### config.mk
export PLATFORM = sky130hd
export DESIGN_NAME = delay_arbiter
export DESIGN_NICKNAME = d
export VERILOG_FILES = /design/src/rtl/countdown.sv /design/src/rtl/rr_pick.sv /design/src/rtl/delay_arbiter.sv
export SDC_FILE = /design/constraint.sdc
export NUM_CORES = 1
export LEC_CHECK = 0
export CORE_ASPECT_RATIO = 2
export CORE_MARGIN = 5
export CORE_UTILIZATION = 45
export CTS_CLUSTER_DIAMETER = 120
export CTS_CLUSTER_SIZE = 12
export DETAILED_ROUTE_END_ITERATION = 10
export GPL_TIMING_DRIVEN = 1
export PLACE_DENSITY = 0.74
export SLEW_MARGIN = 20
export SYNTH_ARGS = -nofsm -noshare
export SYNTH_HDL_FRONTEND = slang
export SYNTH_HIERARCHICAL = 1
export SYNTH_SLANG_ARGS = --single-unit
### constraint.sdc
create_clock -name clock -period 4.8 [get_ports clock]
set_input_delay 0.96 -clock clock [delete_from_list [all_inputs] [get_ports clock]]
set_output_delay 0.96 -clock clock [all_outputs]
set_load 0.005 [all_outputs]
### src/rtl/countdown.sv
// W-bit down counter shared by timer clients.
// Priority: reset, clear, load, decrement.
module countdown #(
  parameter int W = 8
) (
  input  logic         clock,
  input  logic         reset,
  input  logic         clear,
  input  logic         load,
  input  logic         dec,
  input  logic [W-1:0] load_value,
  output logic [W-1:0] count
);

  logic [W-1:0] count_r;

  // Counter register.
  always_ff @(posedge clock) begin
    if (reset || clear) begin
      count_r <= {W{1'b0}};
    end else if (load) begin
      count_r <= load_value;
    end else if (dec) begin
      count_r <= count_r - {{(W-1){1'b0}}, 1'b1};
    end else begin
      count_r <= count_r;
    end
  end

  assign count = count_r;

endmodule

### src/rtl/rr_pick.sv
// Combinational round-robin arbiter: first set bit of req at or above ptr, wrapping.
// Returns a one-hot winner and a valid flag.
module rr_pick #(
  parameter int N  = 4,
  parameter int PW = $clog2(N)
) (
  input  logic [N-1:0]  req,
  input  logic [PW-1:0] ptr,
  output logic [N-1:0]  winner,
  output logic          valid
);

  // Rotating priority search; the first hit blocks every later one.
  always_comb begin : search
    logic [PW-1:0] idx_s;
    logic          hit_s;
    winner = {N{1'b0}};
    valid  = 1'b0;
    idx_s  = {PW{1'b0}};
    hit_s  = 1'b0;
    for (int k = 0; k < N; k++) begin
      idx_s         = PW'((int'(ptr) + k) % N);
      hit_s         = !valid && req[idx_s];
      winner[idx_s] = winner[idx_s] | hit_s;
      valid         = valid | hit_s;
    end
  end

endmodule

### src/rtl/delay_arbiter.sv
// Shares one countdown timer among N requesters: round-robin grant, one-shot delay,
// one-cycle done pulse to the owner when its delay expires.
module delay_arbiter #(
  parameter int W = 8,
  parameter int N = 4
) (
  input  logic           clock,
  input  logic           reset,
  input  logic [N-1:0]   req,
  input  logic [N*W-1:0] delay,
  output logic [N-1:0]   grant,
  output logic [N-1:0]   done,
  output logic           busy
);

  localparam int PW = (N > 1) ? $clog2(N) : 1;
  localparam logic [W-1:0] COUNT_ONE = {{(W-1){1'b0}}, 1'b1};

  typedef enum logic [0:0] {
    IDLE = 1'b0,
    RUN  = 1'b1
  } state_t;

  state_t        state_r, state_next_s;
  logic [N-1:0]  grant_r, grant_next_s;
  logic [PW-1:0] ptr_r, ptr_next_s;
  logic [PW-1:0] owner_r, owner_next_s;
  logic [N-1:0]  winner_s;
  logic          win_valid_s;
  logic [PW-1:0] win_idx_s;
  logic [W-1:0]  win_delay_s;
  logic [W-1:0]  count_s;
  logic [W-1:0]  load_value_s;
  logic          load_s, clear_s, dec_s;
  logic          owner_req_s;
  logic [PW-1:0] ptr_after_s;

  rr_pick #(.N(N), .PW(PW)) u_rr_pick (
    .req    (req),
    .ptr    (ptr_r),
    .winner (winner_s),
    .valid  (win_valid_s)
  );

  countdown #(.W(W)) u_countdown (
    .clock      (clock),
    .reset      (reset),
    .clear      (clear_s),
    .load       (load_s),
    .dec        (dec_s),
    .load_value (load_value_s),
    .count      (count_s)
  );

  // One-hot winner to index, and that requester's delay clamped to at least 1.
  always_comb begin
    win_idx_s = {PW{1'b0}};
    for (int i = 0; i < N; i++) begin
      win_idx_s = win_idx_s | (winner_s[i] ? PW'(i) : {PW{1'b0}});
    end
    win_delay_s  = delay[win_idx_s*W +: W];
    load_value_s = (win_delay_s == {W{1'b0}}) ? COUNT_ONE : win_delay_s;
  end

  assign owner_req_s = |(req & grant_r);
  assign ptr_after_s = (owner_r == PW'(N-1)) ? {PW{1'b0}} : owner_r + {{(PW-1){1'b0}}, 1'b1};

  // Next-state and timer control; abort is checked before expiry so it wins.
  always_comb begin
    state_next_s = state_r;
    grant_next_s = grant_r;
    ptr_next_s   = ptr_r;
    owner_next_s = owner_r;
    load_s       = 1'b0;
    clear_s      = 1'b0;
    dec_s        = 1'b0;
    case (state_r)
      IDLE: begin
        if (win_valid_s) begin
          grant_next_s = winner_s;
          owner_next_s = win_idx_s;
          load_s       = 1'b1;
          state_next_s = RUN;
        end else begin
          state_next_s = IDLE;
        end
      end
      RUN: begin
        if (!owner_req_s || (count_s == COUNT_ONE)) begin
          grant_next_s = {N{1'b0}};
          ptr_next_s   = ptr_after_s;
          clear_s      = 1'b1;
          state_next_s = IDLE;
        end else begin
          dec_s = 1'b1;
        end
      end
      default: begin
        grant_next_s = {N{1'b0}};
        clear_s      = 1'b1;
        state_next_s = IDLE;
      end
    endcase
  end

  // FSM, grant, owner and pointer registers.
  always_ff @(posedge clock) begin
    if (reset) begin
      state_r <= IDLE;
      grant_r <= {N{1'b0}};
      ptr_r   <= {PW{1'b0}};
      owner_r <= {PW{1'b0}};
    end else begin
      state_r <= state_next_s;
      grant_r <= grant_next_s;
      ptr_r   <= ptr_next_s;
      owner_r <= owner_next_s;
    end
  end

  assign grant = grant_r;
  assign busy  = |grant_r;
  assign done  = ((state_r == RUN) && owner_req_s && (count_s == COUNT_ONE)) ? grant_r : {N{1'b0}};

endmodule

==> impl_metrics.yaml, run 1 <==
run_status:
  status: "finished clean"
sta:
  rsz0062_at_grt: "false"
  timing.slew.headroom_pct: 63.9
  slew_viol_final: 0
  finalHoldViolCount: 0
  timing.setup.tns_ns: 0
  fin_hold_ws_ns: 0.507
  setup_violations: 0
  tightest_slew_ns: 0.542
  setup_ws_ns: 0.354
  fin_crit_ns: 4.45
  finalClockSkew_ns: 0.00196
  fin_crit_sh_pct: 92.6
  fmax_mhz: 225
synthesis:
  synthesis.area_um2: 1940
  synth-seq-cells: 17
  synth_common_cells: "nand2_1 (19), a21oi_1 (17), dfxtp_1 (17)"
  yosys_warnings: 6
  yosys.area.top_type: "dfxtp_1"
  syn_nets: 264
  synth-seq-area-share_pct: 17.5
  yosysUniqueCellTypes: 65
  async_flop_share_pct: 0
  yosysTopAreaCellShare_pct: 17.5
  synth-edff-count: 0
  synth_area_leaders: "dfxtp_1 (18%), mux4_2 (7.0%), mux4_1 (5.4%), mux2i_1 (5.2%), o211ai_1 (4.6%)"
  synth_most_common_cell: "nand2_1"
  synthCells: 220
  synth_ff_type: "dfxtp_1"
  synth_area_per_cell_um2: 8.82
placement:
  place_hpwl_um: 4420
  gp_congestion: 0.811
  place_ws_ns: 0.0806
  numPortBuffers: 46
  place_area_um2: 2530
  dp_cells: 323
floorplanning:
  core_area_um2: 4130
  die_area_um2: 5810
  ios: 47
  rows: 33
  start_util_pct: 47.0
  die_h_um: 103
  die_w_um: 56.4
detailed_routing:
  top_layer: "met4"
  drt_wl_total_um: 5330
  wl_per_cell_um: 16.3
  drt_first_pass_iters: 4
  vias_per_cell: 6.19
  via_count: 2025
  met1_length_um: 1820
  wl_met2_um: 2990
  wl_met3_um: 234
  final_antenna_net_count: 0
  first_iter_violations: 56
  drc_errors: 0
pwr:
  pwr-share-clk_pct: 6.4
  power_density_nw_per_um2: 649
  switching_power_mw: 0.758
  swShare_pct: 45.2
  p_leak_nw: 0.940
  power.total_mw: 1.68
  seq_power_share_pct: 16.6
  irDropWorstVdd_mv: 0.543
  p_comb_share_pct: 77.0
  p_int_mw: 0.917
critical_path:
  criticalPathCategory: "in -> reg"
  crit_required_ns: 4.93
  cp_data_arrival_time_ns: 4.58
  start_kind: "input port"
  cp_max_fo: 7
  critPathCaptureType: "flop"
finish:
  stdcell_area_um2: 2580
  fin_nets: 320
  final_cells: 327
  diodes: 0
  final_core_util_pct: 62.5
  area_growth_pct: 32.9
  drive_above_1_share_pct: 17.1
clock_network:
  cts_buffers: 3
  clkSinkCount: 17
  h-tree-depth: 1
  cts_setup_buffers: 0
  clk_path_buf_depth: 2
  clkSlewWorstSetupHoldPaths_ns: 0.07
  ctsHoldBuffers: 0
  clock_tree.root_cell: "clkbuf_8"
  clk-insertion-delay-late_ns: 0.25
  cts.repair.resized: 0
  cts_tree: "yes"
grt:
  antenna_found_initial: 0
  grt_pass1_wl_um: 8830
  grt_pass1_vias: 2043
  grt_max_degree: 16
  overflow: 0
  grtUsageTotal_pct: 19.1
flow_run:
  cap_violations: 0
hold_path:
  hold_class: "reg -> reg"
-- power by group through the flow --
| stage | combinational, mW | sequential (mW) | clock (mW) |
|---|---|---|---|
| floorplan | 0.946 | 0.257 | 0 |
| global placement | 1.27 | 0.280 | 0 |
| detailed placement | 1.28 | 0.283 | 0 |
| CTS | 1.29 | 0.280 | 0.110 |
| global route | 1.40 | 0.293 | 0.116 |
| finish | 1.29 | 0.279 | 0.107 |
-- registers in the layout, summed over array words and instances (netlist names) --
register           cells
state_r                1
ptr_r                  2
grant                  4
u_countdown/count      8
owner_r                2
-- final cells by class --
type	instances	area, µm²
repair buffers	63	588
inverters	11	41.3
fillers	370	1550
clock inverters	1	5.00
multi-input cells	180	1500
well taps	52	65.1
flip-flops and latches	17	340
clock buffers	3	41.3
-- cells by family (layout without fill, tap and decap cells) --
family | after synthesis | after routing | synth area share (%)
AOI/OAI and AO/OA | 65 | 65 | 26.1
xor gates and xnor gates | 3 | 3 | 1.35
adders and majority gates | 6 | 6 | 3.87
buffers and inverters | 23 | 78 | 5.22
DFF | 17 | 17 | 17.5
muxes | 25 | 25 | 20.6
and+or+nand+nor | 81 | 81 | 25.3
-- cell usage in the layout (no fill, tap or decap), types with 6 or more instances in the layout --
master           count
buf_4               17
mux4_2               6
nor2_1              12
dfxtp_1             17
ha_1                 6
mux2i_1             10
a21oi_1             17
nand2_1             19
o21ai_0              8
o211ai_1            12
inv_1                9
clkdlybuf4s50_1     46
-- metal layers --
layer	GRT usage (%)	vias up
li1	-	981
met1	17.1	959
met4	12.8	0
met5	0	-
met3	2.13	20
met2	38.4	65
-- worst max-delay path, cell delays in order --
cell and delay (ns):
clkdlybuf4s50_1 0.46, mux4_2 0.56, mux2_4 0.39, a2111oi_4 0.43, o21ai_2 0.14, o2111ai_1 0.10, o211ai_1 0.18, nor2_2 0.34
buf_4 0.21, mux4_1 0.54, a21oi_1 0.16, o211ai_1 0.09
-- path summary, 6_finish.rpt --
path	from	end	slack [ns]	cells after the start
worst max-delay path	req[1]	u_countdown/count[7]$_SDFFE_PP0P_	0.35	12
worst min-delay path	owner_r[1]$_SDFFE_PP0P_	owner_r[1]$_SDFFE_PP0P_	0.51	2
worst max register to register	ptr_r[0]$_SDFFE_PP0P_	u_countdown/count[7]$_SDFFE_PP0P_	0.48	14
worst min register to register	owner_r[1]$_SDFFE_PP0P_	owner_r[1]$_SDFFE_PP0P_	0.51	2
No activity file was read; power rests on OpenSTA's default activity.
==> inputs of run 2 (changes only) <==
==> constraint.sdc (replaced) <==
create_clock -name clock -period 4.8 [get_ports clock]
set_input_delay 0.96 -clock clock [delete_from_list [all_inputs] [get_ports clock]]
set_output_delay 0.96 -clock clock [all_outputs]
set_load 0.01 [all_outputs]
==> results of run 2 <==
The final DEF is identical to that of run 1. Status: finished clean.
Among the figures that moved: total power 1.68 mW -> 1.69 mW
==> inputs of run 3 (changes only) <==
Clock period 4.8 ns to 5.7 ns, I/O delays scaled along.
==> run 3 against run 2 <==
Hold slack worse by 0.0049 ns. Clock power shrank 13%. Sequential share of layout area is 0.50 points higher. Via count shrank 3.0%. Utilization is 2.3 points lower. Die area unchanged. Largest power group unchanged. Setup slack better by 0.48 ns. Cell count fell by 4.0%. Wire length increased by 1.1%. Sequential power down 18%. Register-to-register slack better by 0.66 ns.
==> impl_metrics.yaml, run 3 (synthesized netlist as in run 1, its figures left out) <==
sta:
  slew_viol_final: 0
  fin_crit_ns: 4.87
  finalHoldViolCount: 0
  fin_crit_sh_pct: 85.5
  timing.setup.tns_ns: 0
  fmax_mhz: 205
  tightest_slew_ns: 0.579
  rsz0062_at_grt: "false"
  finalClockSkew_ns: 0.00484
  setup_violations: 0
  timing.slew.headroom_pct: 61.4
finish:
  fillers: 367
  fin_nets: 307
  largest_register_ffs: 8
  final_cell_mix: "clkdlybuf4s50_1 (46), nand2_1 (19), a21oi_1 (17), dfxtp_1 (17)"
  final_common_cell: "clkdlybuf4s50_1"
  area_growth_pct: 28.0
  drive_above_1_share_pct: 13.0
  diodes: 0
detailed_routing:
  final_antenna_net_count: 0
  met1_length_um: 1800
  drc_errors: 0
  top_layer: "met4"
  vias_per_cell: 6.26
  wl_per_cell_um: 17.2
  via_count: 1965
  drt_wl_total_um: 5390
  drt_first_pass_iters: 4
  first_iter_violations: 64
  wl_met2_um: 3130
  wl_met3_um: 209
critical_path:
  cp_max_fo: 11
  criticalPathCategory: "in -> reg"
  slowest_delay_ns: 0.59
  critPathCaptureType: "flop"
  cp_data_arrival_time_ns: 5.00
  crit_required_ns: 5.83
  r2r_start: "ptr_r[1]$_SDFFE_PP0P_"
  path_cells: "clkdlybuf4s50_1 > mux4_2 > mux2_4 > a221oi_2 > a21oi_1 > o21ai_0 > o211ai_1 > nor2_2 > buf_4 > mux4_1 > o21ai_0 > a31oi_1"
  start_kind: "input port"
  cpMostUsedCell: "o21ai_0"
  startpoint: "req[0]"
  critPathSlowestCell: "mux4_2"
hold_path:
  hold_class: "reg -> reg"
  hold_start: "owner_r[1]$_SDFFE_PP0P_"
placement:
  numPortBuffers: 46
  gp_congestion: 0.823
  place_hpwl_um: 4420
grt:
  grtUsageTotal_pct: 19.1
  grt_pass1_wl_um: 8910
  overflow: 0
  antenna_found_initial: 0
  grt_pass1_vias: 2027
  grt_max_degree: 20
floorplanning:
  rows: 33
  die_area_um2: 5810
  core_area_um2: 4130
  start_util_pct: 47.0
  ios: 47
  die_h_um: 103
  die_w_um: 56.4
clock_network:
  cts.repair.resized: 0
  clk_path_buf_depth: 2
  cts_tree: "yes"
  h-tree-depth: 1
  clk-insertion-delay-late_ns: 0.25
  clock_tree.root_cell: "clkbuf_8"
  cts_setup_buffers: 0
  clkSlewWorstSetupHoldPaths_ns: 0.07
  ctsHoldBuffers: 0
  clkSinkCount: 17
  cts_buffers: 3
flow_run:
  cap_violations: 0
pwr:
  power.total_mw: 1.37
  power_density_nw_per_um2: 553
  p_leak_nw: 0.873
  irDropWorstVdd_mv: 0.388
run_status:
  status: "finished clean"
[run 3: changes by cell type in the layout (fill, tap and decap cells not counted)]
cell and change:
buf_4 -13, clkinv_2 -1, clkinvlp_4 +1
[run 3: stage by stage]
stage / std cells / instance area, µm² / setup WS (ns) / hold WS, ns / util (%)
after floorplan: 220 / 1940 / 1.29 / 0.474 / -
after global placement: 310 / 2440 / 0.691 / 0.494 / 59.0
after detailed placement: 310 / 2440 / 0.611 / 0.497 / 59.0
after CTS: 314 / 2480 / 0.875 / 0.507 / 60.2
after global routing: 314 / 2480 / 0.541 / 0.537 / 60.2
final: 314 / 2480 / 0.829 / 0.502 / 60.2
[run 3: routing by layer]
layer	vias up	global-route usage (%)
met3	19	2.01
met2	63	40.5
met4	0	11.3
li1	949	-
met1	934	16.0
met5	-	0
[run 3: final cells by class]
class / instances / area [µm²] / share of cell area, %
clock buffers: 3 / 41.3 / 1.66
repair buffers: 50 / 490 / 19.7
multi-input cells: 180 / 1500 / 60.3
flip-flops and latches: 17 / 340 / 13.7
clock inverters: 1 / 7.51 / 0.302
inverters: 11 / 41.3 / 1.66
well taps: 52 / 65.1 / 2.62
[run 3: worst paths after layout]
| path | to | slack [ns] | cells past startpoint |
|---|---|---|---|
| min | owner_r[1]$_SDFFE_PP0P_ | 0.50 | 2 |
| max | u_countdown/count[4]$_SDFFE_PP0P_ | 0.83 | 12 |
| max reg2reg | u_countdown/count[4]$_SDFFE_PP0P_ | 1.14 | 13 |
| min reg2reg | owner_r[1]$_SDFFE_PP0P_ | 0.50 | 2 |
[run 3: critical path: cells and delay by family]
family	cells	cell delay [ns]
compound gates	6	1.10
mux	3	1.57
simple gates	1	0.39
buf+inv	2	0.78
[run 3: report_power, final]
part           switching, mW  internal (mW)  leakage [nW]
registers             0.0609          0.167         0.140
clock network         0.0437         0.0492        0.0217
logic                  0.541          0.513         0.711
